--- src/rtl/instr_fetch_pkg.sv ---
// -----------------------------------------------------------------------------
// instr_fetch_pkg
//   Shared definitions for the instruction fetch unit that feeds the 16-bit
//   bus processor: opcode constants, FSM state encoding and small opcode
//   decode helpers.
//   Ports: none (package).
// -----------------------------------------------------------------------------
package instr_fetch_pkg;

    localparam int WORD_W = 16;

    // Opcode lives in the top three bits of every instruction word.
    localparam logic [2:0] OP_MV   = 3'b000;
    localparam logic [2:0] OP_MVI  = 3'b001;
    localparam logic [2:0] OP_ADD  = 3'b010;
    localparam logic [2:0] OP_SUB  = 3'b011;
    localparam logic [2:0] OP_HALT = 3'b111;

    typedef enum logic [2:0] {
        S_IDLE   = 3'd0,
        S_RD_OP  = 3'd1,
        S_LD_OP  = 3'd2,
        S_RD_IMM = 3'd3,
        S_LD_IMM = 3'd4,
        S_EXEC   = 3'd5,
        S_HALT   = 3'd6
    } state_t;

    function automatic logic [2:0] opcode(input logic [WORD_W-1:0] word);
        return word[15:13];
    endfunction

    // Opcodes the processor can actually execute.
    function automatic logic is_exec_op(input logic [2:0] op);
        return (op == OP_MV) || (op == OP_MVI) || (op == OP_ADD) || (op == OP_SUB);
    endfunction

    // Anything that is neither executable nor halt (100..110).
    function automatic logic is_illegal(input logic [2:0] op);
        return !is_exec_op(op) && (op != OP_HALT);
    endfunction

endpackage

--- src/rtl/instr_fetch_if.sv ---
// -----------------------------------------------------------------------------
// instr_fetch_if
//   Bundles the fetch unit's ROM port, processor handshake and status lines.
//   Signals:
//     start     1-cycle start request (honoured in IDLE/HALT only)
//     done      processor Done, combinational in its last step
//     rom_data  synchronous ROM read data (one cycle after rom_addr)
//     rom_addr  ROM address
//     din       word driven onto the processor DIN bus
//     run       processor Run
//     pc        address of the current instruction word
//     halted    fetch unit stopped in HALT
//     error     sticky illegal-opcode flag
//   Modports: master = fetch unit, slave = processor/ROM/controller side.
// -----------------------------------------------------------------------------
interface instr_fetch_if #(
    parameter int AW = 8
);
    logic          start;
    logic          done;
    logic [15:0]   rom_data;
    logic [AW-1:0] rom_addr;
    logic [15:0]   din;
    logic          run;
    logic [AW-1:0] pc;
    logic          halted;
    logic          error;

    modport master (
        input  start, done, rom_data,
        output rom_addr, din, run, pc, halted, error
    );

    modport slave (
        output start, done, rom_data,
        input  rom_addr, din, run, pc, halted, error
    );
endinterface

--- src/rtl/instr_fetch_pc.sv ---
// -----------------------------------------------------------------------------
// instr_fetch_pc
//   Program counter for the fetch unit. AW bits, wraps modulo 2**AW.
//   Ports:
//     clk       rising-edge clock
//     rst       async active-high, clears PC to RESET_PC
//     load      reload RESET_PC (restart from HALT)
//     inc1      advance by one word
//     inc2      advance by two words (mvi: opcode + immediate)
//     pc        current instruction address
//     pc_plus1  address of the word after pc (immediate fetch)
// -----------------------------------------------------------------------------
module instr_fetch_pc #(
    parameter int            AW       = 8,
    parameter logic [AW-1:0] RESET_PC = '0
) (
    input  logic          clk,
    input  logic          rst,
    input  logic          load,
    input  logic          inc1,
    input  logic          inc2,
    output logic [AW-1:0] pc,
    output logic [AW-1:0] pc_plus1
);

    logic [AW-1:0] pc_q;

    always_ff @(posedge clk or posedge rst) begin
        if (rst) begin
            pc_q <= RESET_PC;
        end else if (load) begin
            pc_q <= RESET_PC;
        end else if (inc2) begin
            pc_q <= pc_q + AW'(2);
        end else if (inc1) begin
            pc_q <= pc_q + AW'(1);
        end
    end

    assign pc       = pc_q;
    assign pc_plus1 = pc_q + AW'(1);

endmodule

--- src/rtl/instr_fetch.sv ---
// -----------------------------------------------------------------------------
// instr_fetch
//   Upstream feeder for the 16-bit bus processor. Reads each instruction
//   word (and the immediate for mvi) from a synchronous ROM, presents it on
//   the processor DIN, drives Run, and advances the PC when the processor
//   signals Done. Stops on halt or on an illegal opcode (sticky error).
//   Ports:
//     clk   rising-edge clock shared with the processor
//     rst   asynchronous active-high reset
//     bus   instr_fetch_if.master (start/done/rom/din/run/pc/halted/error)
//
//   state    | meaning
//   ---------+---------------------------------------------------------------
//   IDLE     | after reset, waiting for start
//   RD_OP    | rom_addr = pc, opcode word being read
//   LD_OP    | opcode word on rom_data, latched, decoded
//   RD_IMM   | rom_addr = pc+1, immediate being read (mvi only)
//   LD_IMM   | immediate on rom_data, latched
//   EXEC     | run high; beat 0 drives opcode, later beats opcode or imm
//   HALT     | stopped on halt/illegal opcode, pc holds offending address
// -----------------------------------------------------------------------------
module instr_fetch
    import instr_fetch_pkg::*;
#(
    parameter int            AW       = 8,
    parameter logic [AW-1:0] RESET_PC = '0
) (
    input  logic         clk,
    input  logic         rst,
    instr_fetch_if.master bus
);

    state_t        state;
    state_t        state_nx;

    logic [15:0]   op_reg;
    logic [15:0]   imm_reg;
    logic          beat_late;   // 0 in the first EXEC cycle, 1 afterwards
    logic          run_q;
    logic          halted_q;
    logic          error_q;

    logic          pc_load;
    logic          pc_inc1;
    logic          pc_inc2;
    logic [AW-1:0] pc;
    logic [AW-1:0] pc_plus1;
    logic [AW-1:0] rom_addr;

    logic [2:0]    rd_op;
    logic          op_is_mvi;
    logic          start_ok;
    logic          ld_illegal;

    assign rd_op      = opcode(bus.rom_data);
    assign op_is_mvi  = (opcode(op_reg) == OP_MVI);
    assign start_ok   = bus.start && ((state == S_IDLE) || (state == S_HALT));
    assign ld_illegal = (state == S_LD_OP) && is_illegal(rd_op);

    instr_fetch_pc #(
        .AW       (AW),
        .RESET_PC (RESET_PC)
    ) u_pc (
        .clk      (clk),
        .rst      (rst),
        .load     (pc_load),
        .inc1     (pc_inc1),
        .inc2     (pc_inc2),
        .pc       (pc),
        .pc_plus1 (pc_plus1)
    );

    always_ff @(posedge clk or posedge rst) begin
        if (rst) begin
            state <= S_IDLE;
        end else begin
            state <= state_nx;
        end
    end

    always_comb begin
        state_nx = state;
        pc_load  = 1'b0;
        pc_inc1  = 1'b0;
        pc_inc2  = 1'b0;
        rom_addr = pc;
        case (state)
            S_IDLE: begin
                if (bus.start) begin
                    state_nx = S_RD_OP;
                end
            end
            S_RD_OP: begin
                state_nx = S_LD_OP;
            end
            S_LD_OP: begin
                if (!is_exec_op(rd_op)) begin
                    state_nx = S_HALT;
                end else if (rd_op == OP_MVI) begin
                    state_nx = S_RD_IMM;
                end else begin
                    state_nx = S_EXEC;
                end
            end
            S_RD_IMM: begin
                rom_addr = pc_plus1;
                state_nx = S_LD_IMM;
            end
            S_LD_IMM: begin
                state_nx = S_EXEC;
            end
            S_EXEC: begin
                // Done in beat 0 cannot be a real completion; ignore it.
                if (beat_late && bus.done) begin
                    state_nx = S_RD_OP;
                    pc_inc2  = op_is_mvi;
                    pc_inc1  = !op_is_mvi;
                end
            end
            S_HALT: begin
                if (bus.start) begin
                    state_nx = S_RD_OP;
                    pc_load  = 1'b1;
                end
            end
            default: begin
                state_nx = S_IDLE;
            end
        endcase
    end

    // Run/halted are registered from the next state so they line up exactly
    // with EXEC/HALT; run falls the cycle after Done, which lets the
    // processor's own clear hold its step counter at 0.
    always_ff @(posedge clk or posedge rst) begin
        if (rst) begin
            op_reg    <= '0;
            imm_reg   <= '0;
            beat_late <= 1'b0;
            run_q     <= 1'b0;
            halted_q  <= 1'b0;
            error_q   <= 1'b0;
        end else begin
            if (state == S_LD_OP) begin
                op_reg <= bus.rom_data;
            end
            if (state == S_LD_IMM) begin
                imm_reg <= bus.rom_data;
            end
            beat_late <= (state == S_EXEC) && (state_nx == S_EXEC);
            run_q     <= (state_nx == S_EXEC);
            halted_q  <= (state_nx == S_HALT);
            if (ld_illegal) begin
                error_q <= 1'b1;
            end else if (start_ok) begin
                error_q <= 1'b0;
            end
        end
    end

    always_comb begin
        bus.din = 16'h0000;
        if (state == S_EXEC) begin
            bus.din = (beat_late && op_is_mvi) ? imm_reg : op_reg;
        end
    end

    assign bus.rom_addr = rom_addr;
    assign bus.run      = run_q;
    assign bus.pc       = pc;
    assign bus.halted   = halted_q;
    assign bus.error    = error_q;

endmodule

--- src/flat_wrapper.sv ---
// flat-port wrapper written by rule: the top's interface ports become plain ports
module instr_fetch_flat import instr_fetch_pkg::*;
#(
    parameter int            AW       = 8,
    parameter logic [AW-1:0] RESET_PC = '0
)
  (clk, rst, bus_start, bus_done, bus_rom_data, bus_rom_addr, bus_din, bus_run, bus_pc, bus_halted, bus_error);
  instr_fetch_if #(.AW(AW)) bus_i ();
  input  logic clk;
  input  logic rst;
  input wire logic [$bits(bus_i.start)-1:0] bus_start;
  input wire logic [$bits(bus_i.done)-1:0] bus_done;
  input wire logic [$bits(bus_i.rom_data)-1:0] bus_rom_data;
  output wire logic [$bits(bus_i.rom_addr)-1:0] bus_rom_addr;
  output wire logic [$bits(bus_i.din)-1:0] bus_din;
  output wire logic [$bits(bus_i.run)-1:0] bus_run;
  output wire logic [$bits(bus_i.pc)-1:0] bus_pc;
  output wire logic [$bits(bus_i.halted)-1:0] bus_halted;
  output wire logic [$bits(bus_i.error)-1:0] bus_error;
  assign bus_i.start = bus_start;
  assign bus_i.done = bus_done;
  assign bus_i.rom_data = bus_rom_data;
  assign bus_rom_addr = bus_i.rom_addr;
  assign bus_din = bus_i.din;
  assign bus_run = bus_i.run;
  assign bus_pc = bus_i.pc;
  assign bus_halted = bus_i.halted;
  assign bus_error = bus_i.error;
  instr_fetch #(.AW(AW), .RESET_PC(RESET_PC)) u_core (.clk(clk), .rst(rst), .bus(bus_i));
endmodule
--- config.mk ---
export PLATFORM = sky130hd
export DESIGN_NAME = instr_fetch_flat
export DESIGN_NICKNAME = d
export VERILOG_FILES = /design/src/rtl/instr_fetch_pkg.sv /design/src/rtl/instr_fetch_if.sv /design/src/rtl/instr_fetch_pc.sv /design/src/rtl/instr_fetch.sv /design/src/flat_wrapper.sv
export SDC_FILE = /design/constraint.sdc
export NUM_CORES = 1
export LEC_CHECK = 0
export CAP_MARGIN = 20
export CORE_UTILIZATION = 54
export CTS_CLUSTER_SIZE = 20
export DETAILED_ROUTE_END_ITERATION = 8
export PLACE_DENSITY = 0.89
export REMOVE_ABC_BUFFERS = 1
export SLEW_MARGIN = 5
export SYNTH_ARGS = -nofsm -noshare
export SYNTH_HDL_FRONTEND = slang
export SYNTH_SLANG_ARGS = --single-unit
--- constraint.sdc ---
create_clock -name clk -period 5.8 [get_ports clk]
set_clock_uncertainty 0.1 [all_clocks]
set_input_delay 1.16 -clock clk [delete_from_list [all_inputs] [get_ports clk]]
set_output_delay 1.16 -clock clk [all_outputs]
set_load 0.03 [all_outputs]
[Word level (Yosys, flattened, before mapping)]
Index checks and enable logic that the tools add are counted.
Storage, ports and cells
  bits in registers: 47
  input bits: 20
  output and inout port bits: 35
  logic and storage cells: 59
Operators by class
  add/subtract/negate cells: 2
  equality and inequality tests: 13
  mux-type cells: 19
  reductions and logical operators: 17
Operators by type and width (count)
  2-to-1 mux 16 bit: 2
  2-to-1 mux 8 bit: 4
  case mux 3 bit (6 select lines): 1
  == test 3 bit, second input constant: 5
  == test 3 x 2 -> 1 bit, second input constant: 4
  2-to-1 mux 3 bit: 4
  == test 3 x 1 -> 1 bit, second input constant: 3
  adder 8 x 1 -> 8 bit, second input constant: 1
  adder 8 x 2 -> 8 bit, second input constant: 1
  2-to-1 mux 1 bit: 8
  logical AND 1 bit: 6
  logical NOT 3 bit: 2
  logical OR 1 bit: 4
  inequality test 3 bit, second input constant: 1
  nonzero test 3 bit: 1
  logical NOT 1 bit: 2
  nonzero test 2 bit: 1
  OR reduction 2 bit: 1

[Logic depth before layout (Yosys ltp)]
  depth in word-level cells: 8
  mapped depth: 6
  depth with buffers taken out: 5

[Modules after synthesis]
A second synthesis with hierarchy kept.
Second synthesis, totals
  cell total of the unflattened synthesis: 236
  area total of the unflattened synthesis: 2571.2 um^2
By module, submodules not included
  instr_fetch: times used 1, cells an instance 172, area an instance 2020.7 um^2, sequential area each 975.9 um^2
  instr_fetch_pc: times used 1, cells an instance 64, area an instance 550.5 um^2, sequential area each 200.2 um^2

[Worst setup path after synthesis]
Ideal clock, no wire load.
  kind: register to output
  start point: reg u_core.u_pc.pc_q[2] (netlist: u_core.u_pc.pc[2])
  end point: out bus_rom_addr[7]
  data arrival time: 1.672 ns
  data required time: 4.540 ns
  slack: 2.868 ns
  stages on the path, launching flop included: 5
  buffers on the path: 0
  cell sequence: dfrtp_1 ha_1 and3_1 nor3b_1 xnor2_1
On the way
  word-level cells in the longest chain between the ends: 2
Ends and longest elaborated chain
  start: declaration: line instr_fetch_pc.sv:26  | logic [AW-1:0] pc_q;
  start signal: assignment: line instr_fetch_pc.sv:34  | pc_q <= pc_q + AW'(2);
  start signal: assignment: line instr_fetch_pc.sv:36  | pc_q <= pc_q + AW'(1);
  adder 8 x 1 -> 8 bit: line instr_fetch_pc.sv:41  | assign pc_plus1 = pc_q + AW'(1);
  2-to-1 mux 8 bit: line instr_fetch.sv:87  | case (state)
  end: declaration: line flat_wrapper.sv:14  | output wire logic [$bits(bus_i.rom_addr)-1:0] bus_rom_addr;
Every way passes these cells.

[Worst setup path in the final report]
  start point: reg u_core.state[2]
  end point: out bus_din[11]
On the way
  word-level cells in the longest chain between the ends: 2
Ends and longest elaborated chain
  start: declaration: line instr_fetch.sv:33  | state_t state;
  start signal: assignment: line instr_fetch.sv:77  | state <= state_nx;
  == test 3 bit: line instr_fetch.sv:163  | if (state == S_EXEC) begin
  2-to-1 mux 16 bit: line instr_fetch.sv:163
  end: declaration: line flat_wrapper.sv:15  | output wire logic [$bits(bus_i.din)-1:0] bus_din;
Every way passes these cells.

==> impl_metrics.py <==
metrics = {
    "logic_synthesis": {
        "synth_cells": 235,
        "synth_area_per_cell_um2": 10.4,
        "synth_edf_count": 0,
        "ys.flop_type": "dfrtp_1",
        "synthDistinctLibCells": 45,
        "synth.most_common_cell": "dfrtp_1",
        "seq_area_frac_synth": 0.483,
        "synthTopCellsByCount": "dfrtp_1, nand2_1, mux2_2, a21oi_1",
        "yosys_warnings": 0,
        "synth_area_um2": 2440,
        "synth_seq_cells": 47,
        "synthArstFlopShare": 1.00,
        "synth_top_area_cell": "dfrtp_1",
        "synth_area_leaders": "dfrtp_1, mux2_2, nand2_1",
        "synth_top_area_frac": 0.483,
    },
    "routing": {
        "num_vias": 1960,
        "ant_nets": 0,
        "drt-total-wl_um": 5290,
        "routedWlPerCell_um": 15.7,
        "drtPass1Iterations": 4,
        "drtIter0Drc": 143,
        "viasPerCell": 5.82,
        "drc_errors": 0,
    },
    "min_path": {
        "whs_endpoint": "u_core.imm_reg[3]$_DFFE_PP0N_",
        "hold_class": "reg2reg",
        "holdPathStages": 1,
        "holdCritStartpoint": "u_core.imm_reg[3]$_DFFE_PP0N_",
    },
    "worst_setup_path": {
        "rrSetupSlack_ns": 3.67,
        "worstReg2RegStart": "u_core.state[2]$_DFF_PP0_",
        "cp.required_ns": 4.54,
        "reg2regPathDepth": 3,
        "cp_max_fo": 19,
        "r2r-end": "u_core.op_reg[8]$_DFFE_PP0P_",
        "end_kind": "primary output",
        "arrival_ns": 2.62,
        "critical_path_class": "reg2out",
        "start_kind": "flip-flop",
    },
    "clock_tree": {
        "cts_resized": 0,
        "h-tree-depth": 2,
        "cts-root-buf": "clkbuf_8",
        "cts.clk_slew.worst_paths_ns": 0.08,
        "cts_max_path_buffers": 2,
        "cts_tree": "built",
        "numClockSinks": 47,
        "postCtsSetupBuffers": 0,
        "cts_buffers": 5,
        "ctsHoldBuffers": 0,
        "clock_latency_ns": 0.31,
    },
    "global_routing": {
        "grt_pass1_wl_um": 8630,
        "grt.total_usage": 0.228,
        "grt-ovfl-total": 0,
        "grt_pass1_vias": 1853,
        "grt_antenna_before_repair": 0,
        "grt_max_degree": 48,
    },
    "sta": {
        "rsz0062_at_grt": "no",
        "setup_ws_ns": 1.92,
        "slew_headroom": 0.411,
        "tns_ns": 0,
        "max_freq_mhz": 258,
        "worst_slew_pin_slew_ns": 0.882,
        "setup_violations": 0,
        "period_needed_ns": 3.88,
        "fin_crit_sh": 0.669,
        "final_hold_viol_count": 0,
        "maxSlewViolCount": 0,
    },
    "run": {
        "drv_cap": 0,
    },
    "floorplan": {
        "coreArea_um2": 4350,
        "rows": 24,
        "die-area_um2": 4790,
        "die_w_um": 69.2,
        "io_pins": 55,
        "start_util": 0.560,
        "die_h_um": 69.2,
    },
    "placement": {
        "hpwlAfterDp_um": 3660,
        "dp_slack_ns": 2.27,
        "port_buffers": 54,
        "post-place-cells": 329,
        "place.gp.congestion": 0.821,
    },
    "layout": {
        "n_antenna_cell": 0,
        "area_growth_pct": 26.2,
        "drive_above_1_share": 0.165,
        "final_nets": 306,
        "fin_cells": 337,
    },
    "power_and_ir_drop": {
        "power.density_nw_per_um2": 510,
        "p_total_uw": 1570,
        "max-vdd-ir-drop_uv": 309,
        "p_leak_uw": 0.00126,
    },
    "status": {
        "status": "completed",
    },
}
-- placed cells by master, fill, tap and decap left out, drive strengths merged, types with 3 or more instances in the layout --
cell type       n
nor3            4
inv             6
nand2          37
clkbuf          6
and3b           3
nor3b           3
clkdlybuf4s50  54
dfrtp          47
nor2            9
xor2            3
o21ai           9
xnor2           5
or4             3
a21oi          23
nand3           7
mux2           33
-- metal layers --
layer	part of all wire	track usage
met5	0	0
met4	0.019	0.0930
met3	0.051	0.0523
met2	0.48	0.360
met1	0.45	0.304
-- metrics by stage --
stage | utilization | cell area [um^2] | hold WS [ns]
floorplan | - | 2360 | 0.381
global placement | 0.684 | 2980 | 0.388
detailed placement | 0.684 | 2980 | 0.396
CTS | 0.707 | 3080 | 0.417
global route | 0.707 | 3080 | 0.443
finish | 0.707 | 3080 | 0.414
-- report_power, final --
part / switching [uW] / internal [uW] / leakage, uW / total [uW]
clock: 112 / 97.3 / 0.0000474 / 209
combinational: 401 / 353 / 0.000635 / 754
sequential: 130 / 477 / 0.000579 / 607
-- layout make-up --
type,instances,area (um^2)
Timing Repair Buffer,55,548
Sequential cell,47,1180
Clock buffer,6,82.6
Clock inverter,2,16.3
Multi-Input combinational cell,168,1160
Inverter,7,26.3
Fill cell,331,1280
Tap cell,52,65.1
-- critical path: stages (launching register included) --
cell and delay [ns]:
dfrtp_1 0.59, nand3b_1 0.61, a21oi_1 0.39, clkdlybuf4s50_1 0.72
-- worst max path at each step --
stage / startpoint / slack [ns] / to / cells past startpoint
finish: u_core.state[2]$_DFF_PP0_ / 1.92 / bus_din[11] / 3
global route: u_core.state[2]$_DFF_PP0_ / 1.73 / bus_din[11] / 3
CTS: u_core.state[2]$_DFF_PP0_ / 1.91 / bus_din[11] / 3
detailed placement: u_core.state[2]$_DFF_PP0_ / 2.27 / bus_din[11] / 3
global placement: u_core.op_reg[14]$_DFFE_PP0P_ / 2.31 / bus_din[13] / 4
floorplan: u_core.u_pc.pc[0]$_DFFE_PP0P_ / 2.83 / bus_rom_addr[6] / 4
-- kinds of logic after synthesis --
group | synth area share
mux | 0.157
compound gates | 0.116
buf+inv | 0.0406
simple gates | 0.165
xor+xnor | 0.0287
flops | 0.483
fa+ha+maj | 0.0103
Power figures use the tool's default switching activity.
